<file path="config.mk">
export PLATFORM = sky130hd
export DESIGN_NAME = clk_buf_gate_ctrl
export DESIGN_NICKNAME = d
export VERILOG_FILES = /design/src/rtl/clk_buf_gate_ctrl.sv
export SDC_FILE = /design/constraint.sdc
export NUM_CORES = 1
export LEC_CHECK = 0
export ABC_CLOCK_PERIOD_IN_PS = 2050
export CELL_PAD_IN_SITES_DETAIL_PLACEMENT = 0
export CELL_PAD_IN_SITES_GLOBAL_PLACEMENT = 2
export CORE_MARGIN = 2
export CORE_UTILIZATION = 30
export DETAILED_ROUTE_END_ITERATION = 8
export PLACE_DENSITY_LB_ADDON = 0.25
export SLEW_MARGIN = 20
export SYNTH_ARGS = -nofsm -noshare
export SYNTH_HDL_FRONTEND = slang
export SYNTH_SLANG_ARGS = --single-unit
</file>
<file path="constraint.sdc">
create_clock -name clock_input -period 2.05 [get_ports clock_input]
set_input_delay 0.41 -clock clock_input [delete_from_list [all_inputs] [get_ports clock_input]]
set_output_delay 0.41 -clock clock_input [all_outputs]
set_load 0.02 [all_outputs]
</file>
<file path="src/rtl/clk_buf_gate_ctrl.sv">
// -----------------------------------------------------------------------------
// clk_buf_gate_ctrl
//   Drives the enable of a gated clock-buffer primitive shared by N_REQ
//   requesters. A request turns the buffer on, waits WAKE_CYCLES for the
//   buffered clock to settle, then grants. Once every request has dropped the
//   buffer is held on for IDLE_CYCLES of hysteresis before being switched off.
//
// Parameters
//   N_REQ        number of requesters (1..16)
//   WAKE_CYCLES  cycles from gate_en rise to first ack (>=1)
//   IDLE_CYCLES  request-free cycles before gate_en falls (>=1)
//
// Ports
//   clock_input  in   free-running controller clock, rising edge
//   reset_n      in   asynchronous assert, active-low reset
//   force_on     in   (only with CLK_BUF_GATE_FORCE_ON_EN) keep buffer enabled
//   req          in   [N_REQ] per-requester clock request, level
//   ack          out  [N_REQ] per-requester grant, buffered clock running
//   gate_en      out  registered enable to the clock-buffer primitive
//   clk_active   out  high while in ON or IDLE_WAIT
//   state_o      out  [2] OFF=0, WAKE=1, ON=2, IDLE_WAIT=3
//
// Configuration macro
//   CLK_BUF_GATE_FORCE_ON_EN  adds force_on, an always-set virtual request
//                             that never produces an ack.
// -----------------------------------------------------------------------------
module clk_buf_gate_ctrl #(
   parameter int unsigned N_REQ       = 4,
   parameter int unsigned WAKE_CYCLES = 4,
   parameter int unsigned IDLE_CYCLES = 8
) (
   input  logic             clock_input,
   input  logic             reset_n,
`ifdef CLK_BUF_GATE_FORCE_ON_EN
   input  logic             force_on,
`endif
   input  logic [N_REQ-1:0] req,
   output logic [N_REQ-1:0] ack,
   output logic             gate_en,
   output logic             clk_active,
   output logic [1:0]       state_o
);

   typedef enum logic [1:0] {
      ST_OFF  = 2'd0,
      ST_WAKE = 2'd1,
      ST_ON   = 2'd2,
      ST_IDLE = 2'd3
   } state_t;

   localparam int unsigned CNT_MAX = (WAKE_CYCLES > IDLE_CYCLES) ? WAKE_CYCLES : IDLE_CYCLES;
   localparam int unsigned CNT_W   = $clog2(CNT_MAX + 1);

   localparam logic [CNT_W-1:0] WAKE_LOAD = CNT_W'(WAKE_CYCLES - 1);
   localparam logic [CNT_W-1:0] IDLE_LOAD = CNT_W'(IDLE_CYCLES - 1);

   state_t           state, state_nxt;
   logic [CNT_W-1:0] cnt, cnt_nxt;
   logic [N_REQ-1:0] ack_nxt;
   logic             any_req;

`ifdef CLK_BUF_GATE_FORCE_ON_EN
   assign any_req = (|req) | force_on;
`else
   assign any_req = |req;
`endif

   always_comb begin
      state_nxt = state;
      cnt_nxt   = cnt;
      ack_nxt   = '0;
      unique case (state)
         ST_OFF: begin
            if (any_req) begin
               state_nxt = ST_WAKE;
               cnt_nxt   = WAKE_LOAD;
            end
         end
         ST_WAKE: begin
            // Wake always runs to completion; the grant is registered on the
            // same edge that enters ON so the first ack lands exactly
            // WAKE_CYCLES after gate_en rose.
            if (cnt == '0) begin
               state_nxt = ST_ON;
               ack_nxt   = req;
            end else begin
               cnt_nxt = cnt - 1'b1;
            end
         end
         ST_ON: begin
            ack_nxt = req;
            if (!any_req) begin
               state_nxt = ST_IDLE;
               cnt_nxt   = IDLE_LOAD;
            end
         end
         ST_IDLE: begin
            // A request wins over idle expiry: returns to ON with no re-wake,
            // ack follows one cycle later from the ON state.
            if (any_req) begin
               state_nxt = ST_ON;
            end else if (cnt == '0) begin
               state_nxt = ST_OFF;
            end else begin
               cnt_nxt = cnt - 1'b1;
            end
         end
         default: begin
            state_nxt = ST_OFF;
            cnt_nxt   = '0;
         end
      endcase
   end

   always_ff @(posedge clock_input or negedge reset_n) begin
      if (!reset_n) begin
         state      <= ST_OFF;
         cnt        <= '0;
         ack        <= '0;
         gate_en    <= 1'b0;
         clk_active <= 1'b0;
      end else begin
         state      <= state_nxt;
         cnt        <= cnt_nxt;
         ack        <= ack_nxt;
         gate_en    <= (state_nxt != ST_OFF);
         clk_active <= (state_nxt == ST_ON) || (state_nxt == ST_IDLE);
      end
   end

   assign state_o = state;

endmodule

</file>
# Word level (Yosys, flattened, before mapping)
# Index checks and enable logic that the tools add are counted.
totals:
  ff_bits: 12
  in_bits: 6
  out_inout_bits: 8
  elab_cells: 33
op_classes:
  addsub: 1
  eq_ne: 8
  mux: 13
  n_reduce_logical: 6
ops:
  columns: ["operator", "count"]
  rows:
  - ["$mux W4", 5]
  - ["$pmux W4 S4", 1]
  - ["$mux W2", 5]
  - ["$eq A2 B2 Y1 const B", 4]
  - ["$pmux W2 S4", 1]
  - ["$pmux W4 S2", 1]
  - ["$ne A2 B2 Y1 const B", 3]
  - ["$logic_not A4 Y1", 1]
  - ["$reduce_or A4 Y1", 1]
  - ["$sub A4 B1 Y4 const B", 1]
  - ["$reduce_and A3 Y1", 1]
  - ["$eq A2 B1 Y1 const B", 1]
  - ["$logic_not A2 Y1", 1]
  - ["$reduce_bool A2 Y1", 1]
  - ["$logic_or A1 B1 Y1", 1]

# Depth between registers and ports, before layout
depth:
  ltp_word: 6
  ltp_mapped: 7
  ltp_nobuf: 6

# Worst setup path before layout
# No wires, ideal clock.
synth_timing:
  kind: "in2reg"
  start: "input port state_o[0]"
  end: "register cnt[2]"
  setup_ps: 127
  t_arrival_ps: 1803
  required_time_ps: 1923
  slack_ps: 120
  cell_stages: 7
  n_path_buf: 0
  cell_sequence: "dfrtp_1 > inv_1 > ha_1 > nor2_1 > mux2i_4 > a211o_4 > o32a_2"
synth_between:
  elab_chain_len: 3
  word_cells_on_any_way: 9
  classes_between: "eq/ne: 6; mux: 1; reduce/logical: 2"
synth_lines:
  columns: ["element", "line", "source"]
  rows:
  - ["start: declaration", "41", "output logic [1:0] state_o"]
  - ["$eq A2 B2 Y1 or $logic_not A2 Y1 (tied branches)", "72", "unique case (state)"]
  - ["$ne A2 B2 Y1 (no source line)", null, null]
  - ["$reduce_and A3 Y1 (no source line)", null, null]
  - ["end signal: assignment", "124", "cnt <= cnt_nxt;"]
  - ["end: declaration", "58", "logic [CNT_W-1:0] cnt, cnt_nxt;"]
# Several ways; a longest one is shown, not always the timed one.
# A chain may end at the register's enable or synchronous reset.

# Final worst setup path
layout_timing:
  start: "input port req[3]"
  end: "register cnt[2]"
layout_between:
  elab_chain_len: 3
  word_cells_on_any_way: 5
  classes_between: "eq/ne: 3; reduce/logical: 2"
layout_lines:
  columns: ["element", "line", "source"]
  rows:
  - ["start: declaration", "37", "input logic [N_REQ-1:0] req,"]
  - ["$reduce_or A4 Y1 *", "65", "assign any_req = |req;"]
  - ["$ne A2 B2 Y1 (no source line)", null, null]
  - ["$reduce_and A3 Y1 (no source line) *", null, null]
# Every way passes the cells marked *; elsewhere a longest branch is shown, timed or not.

==> metrics.txt <==
global-route wire length before repair=2.421 mm; # fillers=234; clock latency on the worst-skew pair=0.27 ns; post-DP HPWL=1.090 mm; Starting Density=31.43%; Total GRT Usage=12.78%; Die Wd=51.68 microns; largest net degree at the start of global routing=12; WP data required=2.21 ns; crit start category=input port; slew margin rel.=66.32%; Root Buffer=clkbuf_4; ant diodes=0; syn avg cell area=approximately 10 sq um; Worst Tran Pin Value=0.5035 ns; clock network fraction of total power=a little over an eighth; status=completed; Synth-to-Final Area Change=37.61%; Syn. warnings=0; Final min period=2.020 ns; Seq cells post-synth=11; Seq/Total Area, Yosys=40.37%; Final Max Tran Viols=0; Cell Rows=17; CTS sink cnt=11; layout cell share with drive strength beyond 1=around 22%; WL per Instance=11.52 microns; DRC violations left=0; Net Sw Power=0.0004399 W; crit path cell chain=clkdlybuf4s50_1, or4_4, mux2i_4, a211o_4, o32a_2; worst hold path class=in -> async; IO buf count=13; GPL Wtd Cong=0.7552; Max Buffers Root-to-Sink=2; slowest CP cell=or4_4; internal power consumption=0.0006735 W; Final Skew=0.001355 ns; final WL=1.428 mm; CP Class=in -> reg; crit-path max cell delay=0.53 ns; Detail Route Antenna Nets=0; R2R Setup Slk=0.17 ns; I/O pin cnt=14; Die H=51.68 microns; Core ar.=between 2000 and 2500 sq um; gr ovfl total=0; dominant cell type by area after synthesis=dfrtp_1; Top Family by Delay on Critical Path=compound AO/OA/AOI/OAI gates; placed cell count=around 120; Gate power share=55.3%; peak supply drop=0.4859 mV; Tcrit/Tclk final=98.55%; worst hold slack=0.4698 ns; RR Endpoint=cnt[2]; total vias in the final route=595; pwr dens=between 1000 and 1500 nW/um^2; Vias/cell=4.798; critical path capture point type=flip-flop; Crit Path Max Fanout=3; max cap viols=0; CTS tree=yes; initial antenna violation count=0; Syn Nets=81; Unique masters post-synth=27; final std cells w/o fill=between 100 and 150; RR Startpoint=clk_active; top post-synthesis cells by area=dfrtp_1, ha_1, nor2_1; most common cell after layout, fill and taps aside=nor2_1; Initial DRT Pass Iterations=4; Max H-tree Level=1; Worst Path Arrival=approximately 2.2 ns; Sw Share=39.51%; die area=2670 sq um; Bufs and invs on worst path=1; share of the synthesized area in the top cell type=40.37%; instance count of the mapped netlist=70; Mapped Area=681.9 sq um; DRT iter0 DRCs=11; most frequent cells in the layout=nor2_1, dfrtp_1, clkdlybuf4s50_1, buf_4, inv_1; final setup violation count=0; RSZ-0062 raised after global routing=no; Inserted Clock Buffers=3; Leakage=0.4510 nW; fmax=495.0 MHz; final hold violation count=0; clock-pin slew on the worst setup and hold paths=0.07 ns; vias in the first global route=576; Reg2Reg Depth=5; Sequential Power Share=31.2%; final net count=approximately 110
stage by stage:
step | setup slack, ns | instance area [sq um] | setup TNS (ns) | utilization [%] | power (W)
after global placement | -0.3225 | 907.1 | -1.008 | 41.81 | 0.0009708
final | 0.02977 | 938.4 | 0 | 43.25 | 0.001113
after global routing | 0.01184 | 938.4 | 0 | 43.25 | 0.001203
after CTS | 0.03589 | 938.4 | 0 | 43.25 | 0.001119
after floorplan | 0.1202 | 681.9 | 0 | - | 0.0007460
after detailed placement | -0.3349 | 907.1 | -1.022 | 41.81 | 0.0009606
cells in the mapped netlist (all sizes together):
| library cell | n |
|---|---|
| nor2 | 12 |
| dfrtp | 11 |
| inv | 9 |
| ha | 5 |
| o21ai | 5 |
| a21oi | 4 |
| and2 | 2 |
| buf | 2 |
| mux2i | 2 |
| nand2 | 2 |
| nor3 | 2 |
| a2111oi | 1 |
| a211o | 1 |
| a211oi | 1 |
| a21o | 1 |
| a221o | 1 |
| a22o | 1 |
| a31oi | 1 |
| mux2 | 1 |
| nand3 | 1 |
| nor3b | 1 |
| nor4 | 1 |
| o21a | 1 |
| o32a | 1 |
| or4 | 1 |
kinds of logic after synthesis:
group,after synthesis,share of synthesized area [%]
muxes,3,6.972
buffers and inverters,11,7.155
adders and majority gates,5,9.174
AOI/OAI and AO/OA,18,19.08
and+or+nand+nor,22,17.25
DFF,11,40.37
timing repair:
item,in CTS,in global routing
setup buffers,1,0
pin swaps,1,0
hold buffers,0,0
resized for setup,2,1
setup endpoints to repair,2,1
how the worst max path moves through the flow:
stage	startpoint	end	cells past startpoint
2_1_floorplan	state_o[0]	cnt[2]	6
3_3_place_gp	req[0]	cnt[2]	5
3_5_place_dp	req[0]	cnt[2]	5
4_1_cts	req[3]	cnt[2]	5
5_1_grt	req[3]	cnt[2]	5
6_report	req[3]	cnt[2]	5
power groups by stage:
| stage | clock network (W) | registers [W] | logic, W |
|---|---|---|---|
| after floorplan | 0 | 0.000386 | 0.000360 |
| after global placement | 0 | 0.000352 | 0.000619 |
| after detailed placement | 0 | 0.000351 | 0.000609 |
| after CTS | 0.000155 | 0.000347 | 0.000617 |
| after global routing | 0.000167 | 0.000357 | 0.000678 |
| final | 0.000151 | 0.000347 | 0.000616 |
cell type report:
class	instances	area [sq um]	area share (%)
multi-input combinational	48	357.8	38.13
sequential	11	275.3	29.33
timing repair buffer	24	210.2	22.40
tap	28	35.03	3.733
inverter	9	33.78	3.600
clock buffer	4	26.28	2.800
worst register-to-register path: cells and delay by family, from the launching register on:
kind	cells	cell delay, ns
AND/OR/NAND/NOR	1	0.23
multiplexers	1	0.11
AO/OA/AOI/OAI	2	0.61
adder cells (fa/ha/maj)	1	0.33
flip-flops	1	0.49
layer usage:
layer | GRT usage (%) | share of wire [%] | up-vias
met1 | 13.64 | 44 | 272
met4 | 10.53 | 3.4 | 0
met3 | 2.586 | 7.8 | 6
met5 | 0 | 0 | -
met2 | 21.58 | 45 | 21
li1 | - | - | 296
sequential cells by signal (all words and copies together), names as in the netlist:
| name | count |
|---|---|
| ack | 4 |
| clk_active | 1 |
| cnt | 4 |
| gate_en | 1 |
| state_o | 1 |
(Power assumes the default switching activity.)
